## src/rtl/ei_axi4_pkg.sv

```systemverilog
// Shared types and constants for the AXI4 write-beat generator.
// Burst encoding, FSM state type and the 4KB page size used by the optional page check.
package ei_axi4_pkg;

    typedef enum logic [1:0] {
        BURST_FIXED = 2'd0,
        BURST_INCR  = 2'd1,
        BURST_WRAP  = 2'd2,
        BURST_RSVD  = 2'd3
    } burst_e;

    typedef enum logic {
        ST_IDLE  = 1'b0,
        ST_BURST = 1'b1
    } state_e;

    localparam logic [31:0] PAGE_4KB_BYTES = 32'h0000_1000;

endpackage

```

## src/rtl/ei_axi4_wstrb_calc.sv

```systemverilog
// Combinational strobe and next-address calculator for one AXI4 write beat.
// Handles FIXED/INCR/WRAP addressing; all arithmetic is modulo 2**32.
module ei_axi4_wstrb_calc
    import ei_axi4_pkg::*;
#(
    parameter int BUS_BYTE_LANES = 4
) (
    input  logic [31:0]               addr,
    input  burst_e                    burst,
    input  logic [2:0]                size,
    input  logic [7:0]                len,
    input  logic [7:0]                beat_no,
    output logic [BUS_BYTE_LANES-1:0] wstrb,
    output logic [31:0]               next_addr
);

    logic [31:0] bytes;
    logic [31:0] off;
    logic [31:0] aligned;
    logic [31:0] lane_base;
    logic [31:0] lo;
    logic [31:0] hi;
    logic [31:0] total;
    logic [31:0] lower;
    logic [31:0] incr_addr;
    logic        partial;

    always_comb begin
        bytes     = 32'd1 << size;
        off       = addr & (bytes - 32'd1);
        aligned   = addr & ~(bytes - 32'd1);
        lane_base = aligned & 32'(BUS_BYTE_LANES - 1);
        // only beat 0 and FIXED beats may start mid-container; later beats are aligned
        partial   = (beat_no == 8'd0) || (burst == BURST_FIXED);
        lo        = lane_base + (partial ? off : 32'd0);
        hi        = lane_base + bytes;
        wstrb     = '0;
        for (int i = 0; i < BUS_BYTE_LANES; i++) begin
            wstrb[i] = (32'(i) >= lo) && (32'(i) < hi);
        end

        total     = bytes * (32'(len) + 32'd1);
        lower     = aligned & ~(total - 32'd1);
        incr_addr = aligned + bytes;
        case (burst)
            BURST_FIXED: next_addr = addr;
            BURST_WRAP:  next_addr = (incr_addr == lower + total) ? lower : incr_addr;
            default:     next_addr = incr_addr;
        endcase
    end

endmodule

```

## src/rtl/ei_axi4_wbeat_gen.sv

```systemverilog
// AXI4 W-channel beat generator: takes a write-burst command and streams upstream beats with strobes/wlast.
// Optional macro EI_AXI4_WBEAT_4KB_CHECK_EN rejects INCR bursts that cross a 4KB page.
//
// state    | meaning
// ST_IDLE  | waiting for a command, cmd_ready high
// ST_BURST | passing beats from src to W channel until the wlast handshake
module ei_axi4_wbeat_gen
    import ei_axi4_pkg::*;
#(
    parameter int BUS_BYTE_LANES = 4
) (
    input  logic                        aclk,
    input  logic                        areset,
    input  logic                        cmd_valid,
    output logic                        cmd_ready,
    input  logic [31:0]                 cmd_addr,
    input  logic [1:0]                  cmd_burst,
    input  logic [2:0]                  cmd_size,
    input  logic [7:0]                  cmd_len,
    input  logic                        src_valid,
    output logic                        src_ready,
    input  logic [8*BUS_BYTE_LANES-1:0] src_data,
    output logic                        wvalid,
    input  logic                        wready,
    output logic [8*BUS_BYTE_LANES-1:0] wdata,
    output logic [BUS_BYTE_LANES-1:0]   wstrb,
    output logic                        wlast,
    output logic                        busy,
    output logic                        cmd_err
);

    state_e                      state;
    state_e                      state_nxt;
    logic [31:0]                 addr_q;
    logic [7:0]                  beat_q;
    logic [7:0]                  len_q;
    logic [2:0]                  size_q;
    burst_e                      burst_q;
    logic                        cmd_err_q;

    logic                        cmd_fire;
    logic                        cmd_illegal;
    logic                        page_cross;
    logic                        beat_fire;
    logic                        last_beat;
    logic [31:0]                 cmd_bytes;
    burst_e                      cmd_burst_e;
    logic [BUS_BYTE_LANES-1:0]   strb_calc;
    logic [31:0]                 next_addr_calc;

    assign cmd_burst_e = burst_e'(cmd_burst);
    assign cmd_bytes   = 32'd1 << cmd_size;
    assign cmd_fire    = cmd_valid && (state == ST_IDLE);
    assign beat_fire   = (state == ST_BURST) && src_valid && wready;
    assign last_beat   = (beat_q == len_q);

`ifdef EI_AXI4_WBEAT_4KB_CHECK_EN
    logic [31:0] cmd_last_byte;
    assign cmd_last_byte = (cmd_addr & ~(cmd_bytes - 32'd1))
                         + cmd_bytes * (32'(cmd_len) + 32'd1) - 32'd1;
    assign page_cross    = (cmd_burst_e == BURST_INCR) &&
                           ((cmd_addr & ~(PAGE_4KB_BYTES - 32'd1)) !=
                            (cmd_last_byte & ~(PAGE_4KB_BYTES - 32'd1)));
`else
    assign page_cross    = 1'b0;
`endif

    always_comb begin
        cmd_illegal = 1'b0;
        if (cmd_bytes > 32'(BUS_BYTE_LANES)) cmd_illegal = 1'b1;
        if (cmd_burst_e == BURST_RSVD)       cmd_illegal = 1'b1;
        if (cmd_burst_e == BURST_WRAP) begin
            if (!((cmd_len == 8'd1) || (cmd_len == 8'd3) ||
                  (cmd_len == 8'd7) || (cmd_len == 8'd15)))
                cmd_illegal = 1'b1;
            if ((cmd_addr & (cmd_bytes - 32'd1)) != 32'd0)
                cmd_illegal = 1'b1;
        end
        if (page_cross) cmd_illegal = 1'b1;
    end

    ei_axi4_wstrb_calc #(
        .BUS_BYTE_LANES (BUS_BYTE_LANES)
    ) u_wstrb_calc (
        .addr      (addr_q),
        .burst     (burst_q),
        .size      (size_q),
        .len       (len_q),
        .beat_no   (beat_q),
        .wstrb     (strb_calc),
        .next_addr (next_addr_calc)
    );

    always_ff @(posedge aclk or posedge areset) begin
        if (areset) state <= ST_IDLE;
        else        state <= state_nxt;
    end

    always_comb begin
        state_nxt = state;
        case (state)
            ST_IDLE:  if (cmd_fire && !cmd_illegal) state_nxt = ST_BURST;
            ST_BURST: if (beat_fire && last_beat)   state_nxt = ST_IDLE;
            default:  state_nxt = ST_IDLE;
        endcase
    end

    always_comb begin
        cmd_ready = 1'b0;
        busy      = 1'b0;
        src_ready = 1'b0;
        wvalid    = 1'b0;
        wdata     = '0;
        wstrb     = '0;
        wlast     = 1'b0;
        case (state)
            ST_IDLE:  cmd_ready = 1'b1;
            ST_BURST: begin
                busy      = 1'b1;
                src_ready = wready;
                wvalid    = src_valid;
                wdata     = src_data;
                wstrb     = strb_calc;
                wlast     = last_beat;
            end
            default: ;
        endcase
    end

    assign cmd_err = cmd_err_q;

    always_ff @(posedge aclk or posedge areset) begin
        if (areset) begin
            addr_q    <= 32'd0;
            beat_q    <= 8'd0;
            len_q     <= 8'd0;
            size_q    <= 3'd0;
            burst_q   <= BURST_FIXED;
            cmd_err_q <= 1'b0;
        end else begin
            cmd_err_q <= cmd_fire && cmd_illegal;
            if (cmd_fire && !cmd_illegal) begin
                addr_q  <= cmd_addr;
                beat_q  <= 8'd0;
                len_q   <= cmd_len;
                size_q  <= cmd_size;
                burst_q <= cmd_burst_e;
            end else if (beat_fire) begin
                addr_q <= next_addr_calc;
                beat_q <= last_beat ? 8'd0 : beat_q + 8'd1;
            end
        end
    end

endmodule

```

## config.mk

```make
export PLATFORM = sky130hd
export DESIGN_NAME = ei_axi4_wbeat_gen
export DESIGN_NICKNAME = d
export VERILOG_FILES = /design/src/rtl/ei_axi4_pkg.sv /design/src/rtl/ei_axi4_wstrb_calc.sv /design/src/rtl/ei_axi4_wbeat_gen.sv
export SDC_FILE = /design/constraint.sdc
export NUM_CORES = 1
export LEC_CHECK = 0
export CAP_MARGIN = 20
export CORE_UTILIZATION = 35
export CTS_CLUSTER_DIAMETER = 100
export CTS_CLUSTER_SIZE = 10
export DETAILED_ROUTE_END_ITERATION = 8
export GPL_TIMING_DRIVEN = 0
export PLACE_DENSITY = 0.54
export SLEW_MARGIN = 20
export SYNTH_ARGS = -nofsm -noshare
export SYNTH_HDL_FRONTEND = slang
export SYNTH_SLANG_ARGS = --single-unit
```

## constraint.sdc

```tcl
create_clock -name aclk -period 24.1 [get_ports aclk]
set_clock_uncertainty 0.1 [all_clocks]
set_input_delay 7.23 -clock aclk [delete_from_list [all_inputs] [get_ports aclk]]
set_output_delay 7.23 -clock aclk [all_outputs]
set_load 0.01 [all_outputs]
```

After elaboration in Yosys (flattened, before gate mapping). Cells that the tools add are included. W data, S select, Z words.

Multiply operators: 1. Bitwise operators: 7. Reduce and logical (&&, ||, !) cells: 20. Eq/ne operators: 10. Mux-type cells: 23. Shifts and indexed selects: 2. Divide/modulo/power cells: 0. $lt $le $gt $ge: 9. Add/sub/neg operators: 9.

Operators by type and width (count): $mux W32 (5); $and A32 B32 Y32 (4); $sub A32 B1 Y32 const B (3); $add A2 B32 Y32 (2); $add A32 B32 Y32 (2); $ge A1 B32 Y1 const A (2); $ge A2 B32 Y1 const A (2); $lt A1 B32 Y1 const A (2); $lt A2 B32 Y1 const A (2); $not A32 Y32 (2); $pmux W32 S2 (1); $shl A1 B3 Y32 const A (2); $eq A32 B32 Y1 (1); $gt A32 B3 Y1 const B (1); $mul A32 B32 Y32 (1); $reduce_bool A32 Y1 (1); $mux W8 (3); $mux W1 (12); $logic_and A1 B1 Y1 (10); $add A8 B1 Y9 const B (1); $add A8 B1 Y8 const B (1); $eq A8 B1 Y1 const B (1); $eq A8 B2 Y1 const B (1); $eq A8 B3 Y1 const B (1); other kinds (13) (18).

Memory bits (writable): 0. Memory bits (read-only): 0. Flip-flop bits (word level): 55. Input port bits: 82. Latch bits: 0. Memories: 0. Output and inout port bits: 42.

Logic depth before layout (Yosys ltp).
Word-level depth: 11. Gate-level depth with buffers: 41.

Hierarchy. Synthesis repeated with hierarchy kept, for this count alone.

Cell total of the unflattened synthesis: 1468. Area total of the unflattened synthesis: 11173.2 sq um.

By module, submodules not included: ei_axi4_wstrb_calc (times used 1, cells an instance 1126, area each 7830.0 sq um, sequential area each 0.0 sq um); ei_axi4_wbeat_gen (times used 1, cells an instance 342, area each 3343.2 sq um, sequential area each 1376.3 sq um).

Worst setup path before layout. Ideal clock, no wire load.

Path kind: input to output. Start: input wready. End: output src_ready. Data arrival time: 7403 ps. Required time: 16770 ps. Setup slack: 9367 ps. Cell stages on the path: 1. Path buffers: 0. Cells stage by stage: and2_1.

Longest elaborated chain between the ends: 1.

Ends and longest elaborated chain: start, declared (RTL line ei_axi4_wbeat_gen.sv:24) `input logic wready,`; $mux W1 (RTL line ei_axi4_wbeat_gen.sv:116) `case (state)`; end, declared (RTL line ei_axi4_wbeat_gen.sv:21) `output logic src_ready,`.

No other way between the ends.

Final worst setup path.
Start: input src_valid. End: output wvalid.

Longest elaborated chain between the ends: 1.

Ends and longest elaborated chain: start, declared (RTL line ei_axi4_wbeat_gen.sv:20) `input logic src_valid,`; $mux W1 (RTL line ei_axi4_wbeat_gen.sv:116); end, declared (RTL line ei_axi4_wbeat_gen.sv:23) `output logic wvalid,`.

No other way between the ends.

==> results.cfg <==
[place]
port_buffers = 120
hpwl_um = 34000
dpl.cell_count = 1998
gp_congestion = 0.976
placed_cell_area_sq_um = 12600

[timing]
fin_hold_ws_ps = 433
timing.final.crit_share = 0.652
rsz0062_at_grt = no
tightest_slew_ps = 1060
setup_viol = 0
fmax_mhz = 63.6
min_period_ps = 15720
final.setup.tns_ps = 0
report.final.slew_viol_count = 0
hold_viol = 0
relSlewSlack = 0.286

[drt]
via_count = 11665
drt_wl_total_um = 42000
ant_nets = 0
firstDrtPassIters = 5
avgViaCountPerCell = 5.82
drtIter0Drc = 899
drc = 0
wire_per_inst_um = 20.9

[grt]
grt_pass1_vias = 11107
grtUsageMet1 = 0.352
grt_max_degree = 32
use_met3 = 0.0277
track_usage = 0.264
gr-total-overflow = 0
grt-busiest-layer = met2
antenna_found_initial = 0
gr-usage-met2 = 0.436
grt_pass1_wl_um = 64300

[clock_network]
postCtsResizedCells = 0
clkLatencyLatePin_ps = 310
cts.clk_slew.worst_paths_ps = 80
cts_made_buffers = 5
cts_sinks = 55
h-tree-depth = 2
cts_tree = done
post_cts_buffers = 0
postCtsHoldBufs = 0
clock-root-buffer = clkbuf_16
clockBufferDepth = 2

[yosys]
avgSynthCellArea_sq_um = 7.33
ys.flop_type = dfrtp_1
ys_seq_elements = 55
yosysWarningCount = 0
synth_edf_count = 0
netlist_top_cells_count = nand2_1, nor2_1, inv_1
synthCells = 1481
synthArstFlopShare = 1.00
synth_area_sq_um = 10900
yosys.area.top_type = dfrtp_1
netlist_top_cells_area = dfrtp_1, fa_1, ha_1, nand2_1, xnor2_1
yosysMostFrequentCell = nand2_1
synth_fp_nets = 1669
seq_area_frac_synth = 0.127
yosysUniqueCellTypes = 103
yosysTopAreaCellShare = 0.127

[floorplanning]
die_area_sq_um = 31700
die_h_um = 178
pin_count = 124
start_util = 0.355
core-area_sq_um = 30600
num_rows = 64
die_w_um = 178

[setup_path]
worstPathRequired_ps = 16770
reg2reg_depth = 37
path_class = in2out
crit_fanout = 3
arrival_ps = 8390
critPathCaptureType = output port
setup.worst_path.start_class = primary input

[status]
status = finished, final reports clean

[min_path]
min_path_cells = 2
worstHoldPathType = reg2reg

[finish]
fillers = 3234
drive_gt1_frac = 0.0540
nets = 1797
antennaDiodeCount = 0
final-seq-area_sq_um = 1380
final_cells = 2006
final_core_utilization = 0.416
area_delta_synth_final_pct = 17.3
multi_input_area_sq_um = 8740
fin_area_sq_um = 12700

[flow_run]
timing.max_cap.violations = 0

[power]
p_per_area_nw_per_um2 = 127
ir_drop_mv = 0.0535
p_leak_nw = 5.32
-- critical path, cell delays in order --
cell and delay [ps]:
clkdlybuf4s50_1 490, and2_1 130, clkdlybuf4s50_1 540
-- sequential cells by signal (all words and copies together), names as in the netlist --
name	flops
state	1
addr_q	32
cmd_err	1
size_q	3
burst_q	2
beat_q	8
len_q	8
-- layer usage --
metal	up-vias	share of wire
met5	-	0
met4	0	0.039
met2	424	0.46
met3	72	0.063
li1	5571	-
met1	5598	0.44
-- where the power goes --
group / total (mW) / switching, mW / internal, mW
clock: 0.0798 / 0.0406 / 0.0392
sequential: 0.184 / 0.0580 / 0.127
combinational: 1.35 / 0.834 / 0.519
total: 1.62 / 0.933 / 0.685
-- placed cells by master, fill, tap and decap left out, types with 11 or more instances in the layout --
master	Yosys	routed
inv_1	91	90
buf_2	11	11
nand2_1	178	178
nor2_1	148	148
and2_1	54	54
a211oi_1	14	14
xnor2_1	68	68
mux2i_1	21	21
o21ai_0	56	56
ha_1	61	61
nand3_1	50	50
and3_1	33	33
nand4_1	31	31
buf_1	12	12
clkbuf_1	55	55
a21oi_1	63	63
a21o_1	12	12
a31oi_1	17	17
clkdlybuf4s50_1	0	120
nor4_1	16	16
nor3_1	45	44
fa_1	45	45
o22ai_1	17	17
o21ai_1	12	12
nor2b_1	12	12
o211ai_1	16	16
dfrtp_1	55	55
xor2_1	30	30
nand2b_1	28	28
-- per-stage QoR --
step | power, mW | setup WS (ps)
after floorplan | 1.11 | 9370
after global placement | 1.51 | 8390
after detailed placement | 1.52 | 8390
after CTS | 1.61 | 8390
after global routing | 1.75 | 8340
final | 1.62 | 8380
-- cell type report --
type / instances / area share
flip-flops and latches: 55 / 0.108
multi-input cells: 1244 / 0.686
clock buffers: 5 / 0.00982
repair buffers: 121 / 0.0959
inverters: 95 / 0.0282
plain buffers: 87 / 0.0309
well taps: 396 / 0.0389
clock inverters: 3 / 0.00196
-- final timing paths --
check                                        from                      to  slack (ps)
setup / recovery                        src_valid                  wvalid        8380
hold / removal             burst_q[0]$_DFFE_PP0P_  burst_q[0]$_DFFE_PP0P_         430
setup reg to reg            size_q[2]$_DFFE_PP0P_   addr_q[5]$_DFFE_PP0P_       13180
hold reg to reg            burst_q[0]$_DFFE_PP0P_  burst_q[0]$_DFFE_PP0P_         430
max in group asynchronous                  areset   addr_q[5]$_DFFE_PP0P_       16260
min in group asynchronous                  areset       cmd_err$_DFF_PP0_        7130
-- logic make-up (layout without fill, tap and decap cells) --
| logic type | after synthesis | in the layout | share of synthesized area |
|---|---|---|---|
| flip-flops | 55 | 55 | 0.127 |
| adder cells (fa/ha/maj) | 107 | 107 | 0.154 |
| AND/OR/NAND/NOR | 671 | 671 | 0.316 |
| XOR/XNOR | 100 | 100 | 0.0833 |
| AO/OA/AOI/OAI | 335 | 335 | 0.220 |
| buffers and inverters | 182 | 311 | 0.0692 |
| multiplexers | 31 | 31 | 0.0297 |
Power figures use the tool's default switching activity.
